===== src/rtl/fir_error_monitor.sv =====
// fir_error_monitor
// Runtime accuracy monitor for the approximate shift-coefficient FIR. It
// recomputes the exact 5-tap response from the same input stream and
// accumulates error statistics over a window of 2^WIN_LOG2 valid samples.
//
// Ports:
//   clk        rising-edge clock
//   rst        synchronous active-low reset
//   start      one-cycle pulse, begins a measurement window (ignored while busy)
//   x_in       sample driven into the filter this cycle
//   x_valid    qualifies x_in / approx_in for statistics
//   approx_in  filter output for the same cycle as x_in
//   busy       measurement in progress
//   done       one-cycle pulse, statistics final
//   err_cnt    number of samples with nonzero error
//   max_err    largest absolute error seen
//   sum_err    saturating sum of absolute errors
//   mismatch   registered nonzero-error flag for the sample in S2
//
// state | meaning
// ------+---------------------------------------------------------------
// IDLE  | waiting for start; statistics hold
// PRIME | 4 cycles letting the delay line fill with post-start samples
// RUN   | counting valid samples until the window is complete
// DRAIN | 2 cycles flushing the S2/S3 pipeline
// DONE  | done pulse, statistics final
module fir_error_monitor #(
  parameter int WIDTH    = 16,
  parameter int WIN_LOG2 = 10,
  parameter int ACC_W    = 32
) (
  input  logic                clk,
  input  logic                rst,
  input  logic                start,
  input  logic [WIDTH-1:0]    x_in,
  input  logic                x_valid,
  input  logic [WIDTH-1:0]    approx_in,
  output logic                busy,
  output logic                done,
  output logic [WIN_LOG2:0]   err_cnt,
  output logic [WIDTH-1:0]    max_err,
  output logic [ACC_W-1:0]    sum_err,
  output logic                mismatch
);

  typedef enum logic [2:0] {S_IDLE, S_PRIME, S_RUN, S_DRAIN, S_DONE} state_t;

  localparam logic [WIN_LOG2:0] WIN_LEN = {1'b1, {WIN_LOG2{1'b0}}};

  state_t            state, state_nxt;
  logic [1:0]        tmr, tmr_nxt;
  logic [WIN_LOG2:0] remain, remain_nxt;
  logic              clr_stats;

  logic [WIDTH-1:0]  d1, d2, d3, d4;
  logic [WIDTH-1:0]  exact;
  logic [WIDTH-1:0]  s1_exact, s1_approx;
  logic              s1_valid;
  logic [WIDTH:0]    diff, neg_diff;
  logic [WIDTH-1:0]  abs_err;
  logic [WIDTH-1:0]  s2_err;
  logic              s2_valid;
  logic [ACC_W:0]    sum_ext;

  // Exact reference: truncating logical shifts, sum wraps like the filter.
  always_comb begin
    exact = (x_in >> 5) + (d1 >> 4) + (d2 >> 3) + (d3 >> 2) + (d4 >> 1);
  end

  always_comb begin
    diff     = {1'b0, s1_exact} - {1'b0, s1_approx};
    neg_diff = -diff;
    // Magnitude never exceeds 2^WIDTH-1, so the low WIDTH bits are exact.
    abs_err  = diff[WIDTH] ? neg_diff[WIDTH-1:0] : diff[WIDTH-1:0];
    sum_ext  = {1'b0, sum_err} + {{(ACC_W + 1 - WIDTH){1'b0}}, s2_err};
  end

  // Window length is a down-counter of remaining valid samples; PRIME and
  // DRAIN share one small down-counter.
  always_comb begin
    state_nxt  = state;
    tmr_nxt    = tmr;
    remain_nxt = remain;
    clr_stats  = 1'b0;
    busy       = 1'b1;
    done       = 1'b0;
    case (state)
      S_IDLE: begin
        busy = 1'b0;
        if (start) begin
          clr_stats  = 1'b1;
          tmr_nxt    = 2'd3;
          remain_nxt = WIN_LEN;
          state_nxt  = S_PRIME;
        end
      end
      S_PRIME: begin
        if (tmr == 2'd0) state_nxt = S_RUN;
        else             tmr_nxt   = tmr - 2'd1;
      end
      S_RUN: begin
        if (x_valid) begin
          remain_nxt = remain - 1'b1;
          if (remain == {{WIN_LOG2{1'b0}}, 1'b1}) begin
            tmr_nxt   = 2'd1;
            state_nxt = S_DRAIN;
          end
        end
      end
      S_DRAIN: begin
        if (tmr == 2'd0) state_nxt = S_DONE;
        else             tmr_nxt   = tmr - 2'd1;
      end
      S_DONE: begin
        done      = 1'b1;
        state_nxt = S_IDLE;
      end
      default: state_nxt = S_IDLE;
    endcase
  end

  always_ff @(posedge clk) begin
    if (!rst) begin
      state     <= S_IDLE;
      tmr       <= '0;
      remain    <= '0;
      d1        <= '0;
      d2        <= '0;
      d3        <= '0;
      d4        <= '0;
      s1_exact  <= '0;
      s1_approx <= '0;
      s1_valid  <= 1'b0;
      s2_err    <= '0;
      s2_valid  <= 1'b0;
      mismatch  <= 1'b0;
      err_cnt   <= '0;
      max_err   <= '0;
      sum_err   <= '0;
    end else begin
      state     <= state_nxt;
      tmr       <= tmr_nxt;
      remain    <= remain_nxt;
      // Free-running taps, mirroring the filter regardless of x_valid.
      d1        <= x_in;
      d2        <= d1;
      d3        <= d2;
      d4        <= d3;
      s1_exact  <= exact;
      s1_approx <= approx_in;
      s1_valid  <= x_valid && (state == S_RUN);
      s2_err    <= abs_err;
      s2_valid  <= s1_valid;
      mismatch  <= |abs_err;
      if (clr_stats) begin
        err_cnt <= '0;
        max_err <= '0;
        sum_err <= '0;
      end else if (s2_valid) begin
        err_cnt <= err_cnt + {{WIN_LOG2{1'b0}}, |s2_err};
        if (s2_err > max_err) max_err <= s2_err;
        sum_err <= sum_ext[ACC_W] ? {ACC_W{1'b1}} : sum_ext[ACC_W-1:0];
      end
    end
  end

endmodule

===== config.mk =====
export PLATFORM = sky130hd
export DESIGN_NAME = fir_error_monitor
export DESIGN_NICKNAME = d
export VERILOG_FILES = /design/src/rtl/fir_error_monitor.sv
export SDC_FILE = /design/constraint.sdc
export NUM_CORES = 1
export LEC_CHECK = 0
export CELL_PAD_IN_SITES_DETAIL_PLACEMENT = 1
export CELL_PAD_IN_SITES_GLOBAL_PLACEMENT = 1
export CORE_ASPECT_RATIO = 2
export CORE_MARGIN = 5
export CORE_UTILIZATION = 30
export DETAILED_ROUTE_END_ITERATION = 12
export PLACE_DENSITY_LB_ADDON = 0.1
export SETUP_SLACK_MARGIN = 0.02
export SYNTH_ARGS = -nofsm -noshare
export SYNTH_HDL_FRONTEND = slang
export SYNTH_SLANG_ARGS = --single-unit

===== constraint.sdc =====
create_clock -name clk -period 5.44 [get_ports clk]
set_clock_uncertainty 0.15 [all_clocks]
set_input_delay 1.088 -clock clk [delete_from_list [all_inputs] [get_ports clk]]
set_output_delay 1.088 -clock clk [all_outputs]
set_load 0.005 [all_outputs]

==> key figures, run 1 <==
Clocking
  • Clock Latency Late Sink: 0.45 ns
  • CTS sink count: 186
  • CTS Buf Count: 17
  • CTS root buf: clkbuf_16
  • Max clock buf depth: 2
  • Clk slew on worst S/H paths: 0.07 ns
  • Hold Buf Count CTS: 0
  • H-Tree Depth: 4
  • CTS tree: yes

Drt
  • Antenna viol nets, final: 0
  • DRT iter0 DRCs: 166
  • DRC: 0
  • Via density: 4.76
  • DR WL/cell: 14.6 µm
  • Total number of vias: 8033
  • First drt pass iteration count: 4
  • WL final: 24.7 mm

Floorplan
  • Top-level port count: 98
  • Initial core utilization: 30.4%
  • Core footprint: 33000 µm²
  • Die Span X: 139 µm
  • Vert. Die Dim: 269 µm
  • Number of cell rows: 94
  • Full die area: 37500 µm²

Setup path
  • Delay-heaviest family, CP: adder cells
  • Worst endpoint data arrival time: 5.32 ns
  • Crit start category: input port
  • Most common cell on crit path: inv_1
  • CP Max Fanout: 2
  • Worst path bufs/invs: 6
  • Slowest Stage Delay on Critical Path: 0.53 ns
  • Crit-path cells: clkdlybuf4s50_1 > inv_1 > fa_1 > inv_1 > fa_1 > inv_1 > fa_1 > inv_1 > buf_4 > ha_1 > a21o_1 > a21oi_1 > o21bai_1 > a21oi_1 > o21bai_1 > a41oi_2 > a211o_1 > o21ai_0 > xnor2_1 > nor2_1
  • Setup Crit Path Kind: in -> reg
  • Req. time, crit path: 5.59 ns
  • Crit-path slowest cell: fa_1
  • Crit. End Element: register

Placed design
  • Port buffer count: 96
  • Gpl congestion: 0.809
  • Hpwl dp: 19.2 mm

STA
  • Fin. max-slew vios: 0
  • Post-layout minimum cycle time: 5.17 ns
  • Hold Fails Final Rpt: 0
  • WHS: 0.285 ns
  • Worst Tran Pin Value: 1.14 ns
  • Peak Freq: 0.194 GHz
  • Unrepaired setup endpoints after global routing: false
  • Crit share post-route: 95.0%
  • Max_slew headroom: 23.7%
  • Setup TNS: 0 ns
  • # setup viols final: 0

Synth
  • Synth Flop Type: dfxtp_1
  • Cell variety after synth: 60
  • Register area share after synthesis: 37.1%
  • Yosys warns: 0
  • Post-synth EDFFs: 0
  • Top post-synthesis cells by count: 186 x dfxtp_1, 146 x inv_1, 138 x nor2_1, 77 x ha_1, 63 x a21oi_1
  • Syn Nets: 1296
  • Top cells by area, synth: dfxtp_1 37%, ha_1 9.6%, fa_1 7.6%, inv_1 5.5%, nor2_1 5.2%
  • Yosys top cell area share: 37.1%
  • Synth Area per Inst: 8.78 µm²
  • Post-synthesis async set-or-reset flop share: 0%
  • Seq cells post-synth: 186
  • Synthesized instance count: 1145
  • Yosys top cell by area: dfxtp_1
  • Count leader, synth: dfxtp_1
  • Synthesized cell area: 10000 µm²

Run status
  • Status: finished, final reports clean

Global routing
  • Initial antenna violation count: 0
  • First-pass GRT wire length: 41.5 mm
  • GR Util All Layers: 13.7%
  • GRT overflow: 0
  • Vias in the first global route: 8703
  • Pin count of the biggest net entering global routing: 66

Power
  • P per Cell Area: 359 nW/µm²
  • P_leak: 5.24 nW
  • VDD IR max: 0.281 mV

Final layout
  • Nets: 1392
  • Diode count: 0
  • Share of post-route cells with drive strength above 1: 5.34%
  • Area Overhead vs Synth: 21.1%

Job
  • Max cap viols: 0

Hold path
  • Hold Crit Class: reg -> reg
state kept, by name (all words and copies together), names as in the netlist:
| name | flops |
|---|---|
| remain | 11 |
| sum_err | 32 |
| max_err | 16 |
| s1_approx | 16 |
| d2 | 15 |
| s1_exact | 16 |
| tmr | 2 |
| s1_valid | 1 |
| s2_valid | 1 |
| d4 | 15 |
| state | 3 |
| d1 | 15 |
| err_cnt | 11 |
| d3 | 15 |
| mismatch | 1 |
| s2_err | 16 |
cell families (layout without fill, tap and decap cells):
kind of cell	count (synthesis)	in the layout	share of synthesized area, %
AND/OR/NAND/NOR	375	375	18.5
adder cells (fa/ha/maj)	115	115	17.2
flip-flops	186	186	37.1
AO/OA/AOI/OAI	203	203	12.8
buffers and inverters	181	290	6.77
XOR/XNOR	63	63	5.49
multiplexers	22	22	2.20
area by class of cell:
class | count | area (µm²)
inverter | 146 | 548
fill | 3857 | 20900
clock buffer | 21 | 460
sequential | 186 | 3720
tap | 432 | 541
clock inverter | 11 | 133
timing repair buffer | 112 | 1080
multi-input combinational | 778 | 5680
worst paths after layout:
path / start / endpoint / slack (ns) / cells after the start
min reg2reg: d2[2] / d3[2] / 0.28 / 1
max reg2reg: s1_exact[0] / mismatch / 1.00 / 14
min: d2[2] / d3[2] / 0.28 / 1
max: x_in[7] / s1_exact[14] / 0.27 / 20
routing by layer:
layer	global-route usage (%)	vias to the layer above	wire, µm
li1	-	4013	-
met1	12.6	3906	8820
met2	28.8	83	14600
met3	2.59	31	673
met4	5.13	0	561
met5	0	-	0
per-stage QoR:
stage / instances / util (%) / instance area [µm²] / power [W] / worst slack [ns]
2_1_floorplan: 1145 / - / 10000 / 0.00274 / 0.461
3_3_place_gp: 1654 / 35.0 / 11600 / 0.00312 / -0.365
3_5_place_dp: 1654 / 35.0 / 11600 / 0.00316 / -0.377
5_1_grt: 1686 / 36.8 / 12200 / 0.00473 / 0.0333
6_report: 1686 / 36.8 / 12200 / 0.00437 / 0.273
4_1_cts: 1686 / 36.8 / 12200 / 0.00447 / 0.0889
timing repair:
item | CTS | global route
resized for setup | 0 | 2
endpoints found under the setup margin | 0 | 2
setup buffers | 0 | 0
power by group:
part	total [W]	internal, W	switching [W]
combinational	0.00151	0.000653	0.000857
sequential	0.00159	0.00148	0.000107
clock	0.00127	0.000709	0.000566
cells in the final DEF, fill, tap and decap left out, types with 4 or more instances in the layout:
master	count
nand2_1	51
a2111oi_0	5
o31ai_1	5
nand4_1	9
a211o_1	4
a21o_1	16
nor4_1	14
xor2_1	30
dfxtp_1	186
buf_4	16
nor2b_1	7
o22ai_1	4
a31oi_1	14
and2_1	60
a211oi_1	4
nor3b_1	4
o21a_1	8
inv_1	145
nand3_1	22
and3_1	18
inv_6	5
o21ai_0	47
mux2i_1	21
nand2b_1	5
xnor2_1	33
ha_1	77
clkbuf_16	17
nor2_1	138
a311oi_1	4
fa_1	38
clkdlybuf4s50_1	95
nor3_1	23
a21oi_1	63
o21bai_1	6
or3_1	6
(Power assumes the default switching activity.)
==> run 2: changes to the inputs <==
- GPL_TIMING_DRIVEN: unset -> 0
- clock period: 5.44 -> 6.2 ns (I/O delays scaled with it)
==> run 2 against run 1 <==
Effect of this change: critical path depth decreased by 2; utilization fell by 0.12 points; final area shrank 0.33%; critical path type unchanged; largest power group unchanged; non-clock buffer count grew 20.
==> key figures, run 2 (same netlist as run 1, synthesis figures left out) <==
Clocking
  • Post_cts resized: 0
  • Setup Fix Bufs, Post-CTS: 0
  • CTS sink count: 186
  • CTS root buf: clkbuf_16
  • CTS Buf Count: 17
  • Max clock buf depth: 2
  • H-Tree Depth: 4
  • Hold Buf Count CTS: 0
  • Clock Latency Late Sink: 0.45 ns
  • Clk slew on worst S/H paths: 0.07 ns
  • CTS tree: yes

Drt
  • Via density: 4.74
  • WL final: 26.9 mm
  • Total number of vias: 8085
  • First drt pass iteration count: 4
  • DR WL/cell: 15.8 µm
  • DRT iter0 DRCs: 156
  • Antenna viol nets, final: 0
  • DRC: 0

Floorplan
  • Die Span X: 139 µm
  • Full die area: 37500 µm²
  • Vert. Die Dim: 269 µm
  • Number of cell rows: 94
  • Core footprint: 33000 µm²
  • Top-level port count: 98
  • Initial core utilization: 30.4%

Placed design
  • Pre-CTS WS: 0.0306 ns
  • Hpwl dp: 22.4 mm
  • Gpl congestion: 0.832
  • Port buffer count: 96
  • Post-DP Area: 11600 µm²

Global routing
  • Pin count of the biggest net entering global routing: 17
  • GR Util All Layers: 14.9%
  • GRT overflow: 0
  • Vias in the first global route: 8801
  • First-pass GRT wire length: 44.0 mm
  • Initial antenna violation count: 0

Setup path
  • R2R Path End: s1_exact[15]
  • Cells on worst reg2reg path: 18
  • Worst endpoint data arrival time: 5.75 ns
  • CP Max Fanout: 2
  • Setup Crit Path Kind: in -> reg
  • Worst R2R Setup Slack: 1.59 ns
  • Most common cell on crit path: fa_1
  • Crit-path slowest cell: fa_1
  • Worst r2r src: d1[6]
  • Crit start category: input port
  • Req. time, crit path: 6.36 ns
  • Crit-path cells: clkdlybuf4s50_1 > inv_1 > fa_1 > fa_1 > fa_1 > inv_1 > ha_1 > fa_1 > a21o_1 > a21oi_1 > o21bai_1 > a21oi_1 > o21bai_1 > a41oi_1 > a211o_1 > o21ai_0 > xnor2_1 > nor2_1
  • Crit. End Element: register
  • Slowest Stage Delay on Critical Path: 0.57 ns

Power
  • Internal: 0.00247 W
  • P per Cell Area: 315 nW/µm²
  • Switching Fraction: 35.4%
  • Clock group share of total power: 28.7%
  • Gate power share: 34.8%
  • Reg power frac: 36.5%
  • P_leak: 5.20 nW
  • VDD IR max: 0.203 mV
  • Net Sw Power: 0.00135 W
  • Design Power: 0.00381 W

STA
  • Setup TNS: 0 ns
  • Fin. max-slew vios: 0
  • Max_slew headroom: 16.5%
  • Worst Tran Pin Value: 1.25 ns
  • Post-layout minimum cycle time: 5.59 ns
  • Fin worst setup slack: 0.608 ns
  • Unrepaired setup endpoints after global routing: false
  • Crit share post-route: 90.2%
  • # setup viols final: 0
  • Peak Freq: 0.179 GHz
  • Hold Fails Final Rpt: 0

Final layout
  • Diode count: 0
  • Max FFs per register: 32
  • Nets: 1412
  • Layout fillers: 3907
  • Most common cell after layout, fill and taps aside: dfxtp_1
  • Fin util: 36.7%
  • Share of post-route cells with drive strength above 1: 3.45%
  • Finished Cell Area: 12100 µm²
  • Most flop-heavy register: sum_err
  • Commonest non-fill, non-tap cells in the layout: 186 x dfxtp_1, 146 x inv_1, 138 x nor2_1, 96 x clkdlybuf4s50_1, 77 x ha_1
  • Area Overhead vs Synth: 20.7%
  • Sequential cell area: 3720 µm²
  • Multi-input logic area: 5640 µm²

Job
  • Max cap viols: 0

Run status
  • Status: finished, final reports clean

Hold path
  • Worst Hold Path EP: d2[1]
  • Hold Path Depth: 1
  • HP Start: d1[1]
  • Hold Crit Class: reg -> reg
==> run 2: per-stage QoR <==
stage | hold WS (ns) | cells
floorplan | 0.262 | 1145
global placement | 0.264 | 1673
detailed placement | 0.270 | 1674
CTS | 0.290 | 1706
global route | 0.298 | 1706
finish | 0.286 | 1706
==> run 2: worst max-delay path by stage <==
stage,cells after the start,startpoint,to
2_1_floorplan,17,x_in[6],s1_exact[15]
3_3_place_gp,18,x_in[6],s1_exact[15]
3_5_place_dp,18,x_in[6],s1_exact[15]
4_1_cts,18,x_in[6],s1_exact[15]
5_1_grt,19,x_in[7],s1_exact[15]
6_report,18,x_in[6],s1_exact[15]
==> run 2: power by group through the flow <==
stage | clock network [W] | registers, W | logic (W)
final | 0.00109 | 0.00139 | 0.00133
after detailed placement | 0 | 0.00142 | 0.00135
after global routing | 0.00118 | 0.00141 | 0.00152
after global placement | 0 | 0.00142 | 0.00132
after floorplan | 0 | 0.00138 | 0.00102
after CTS | 0.00114 | 0.00140 | 0.00136
==> run 2: metal layers <==
layer	GRT usage (%)	up-vias	routed length [µm]
li1	-	4061	-
met1	13.0	3896	9020
met5	0	-	0
met3	2.57	36	684
met2	32.3	92	16600
met4	5.51	0	625
==> run 2: layout make-up <==
type | count | area share, %
Buffer | 35 | 1.09
Multi-Input combinational cell | 778 | 46.5
Timing Repair Buffer | 97 | 7.97
Clock buffer | 22 | 3.75
Clock inverter | 10 | 0.960
Inverter | 146 | 4.52
Tap cell | 432 | 4.46
Sequential cell | 186 | 30.7
==> run 2: critical path: cells and delay by family <==
| kind | cells | cell delay, ns |
|---|---|---|
| AO/OA/AOI/OAI | 8 | 1.56 |
| XOR/XNOR | 1 | 0.18 |
| adder cells (fa/ha/maj) | 5 | 2.16 |
| buffers and inverters | 3 | 0.56 |
| AND/OR/NAND/NOR | 1 | 0.06 |
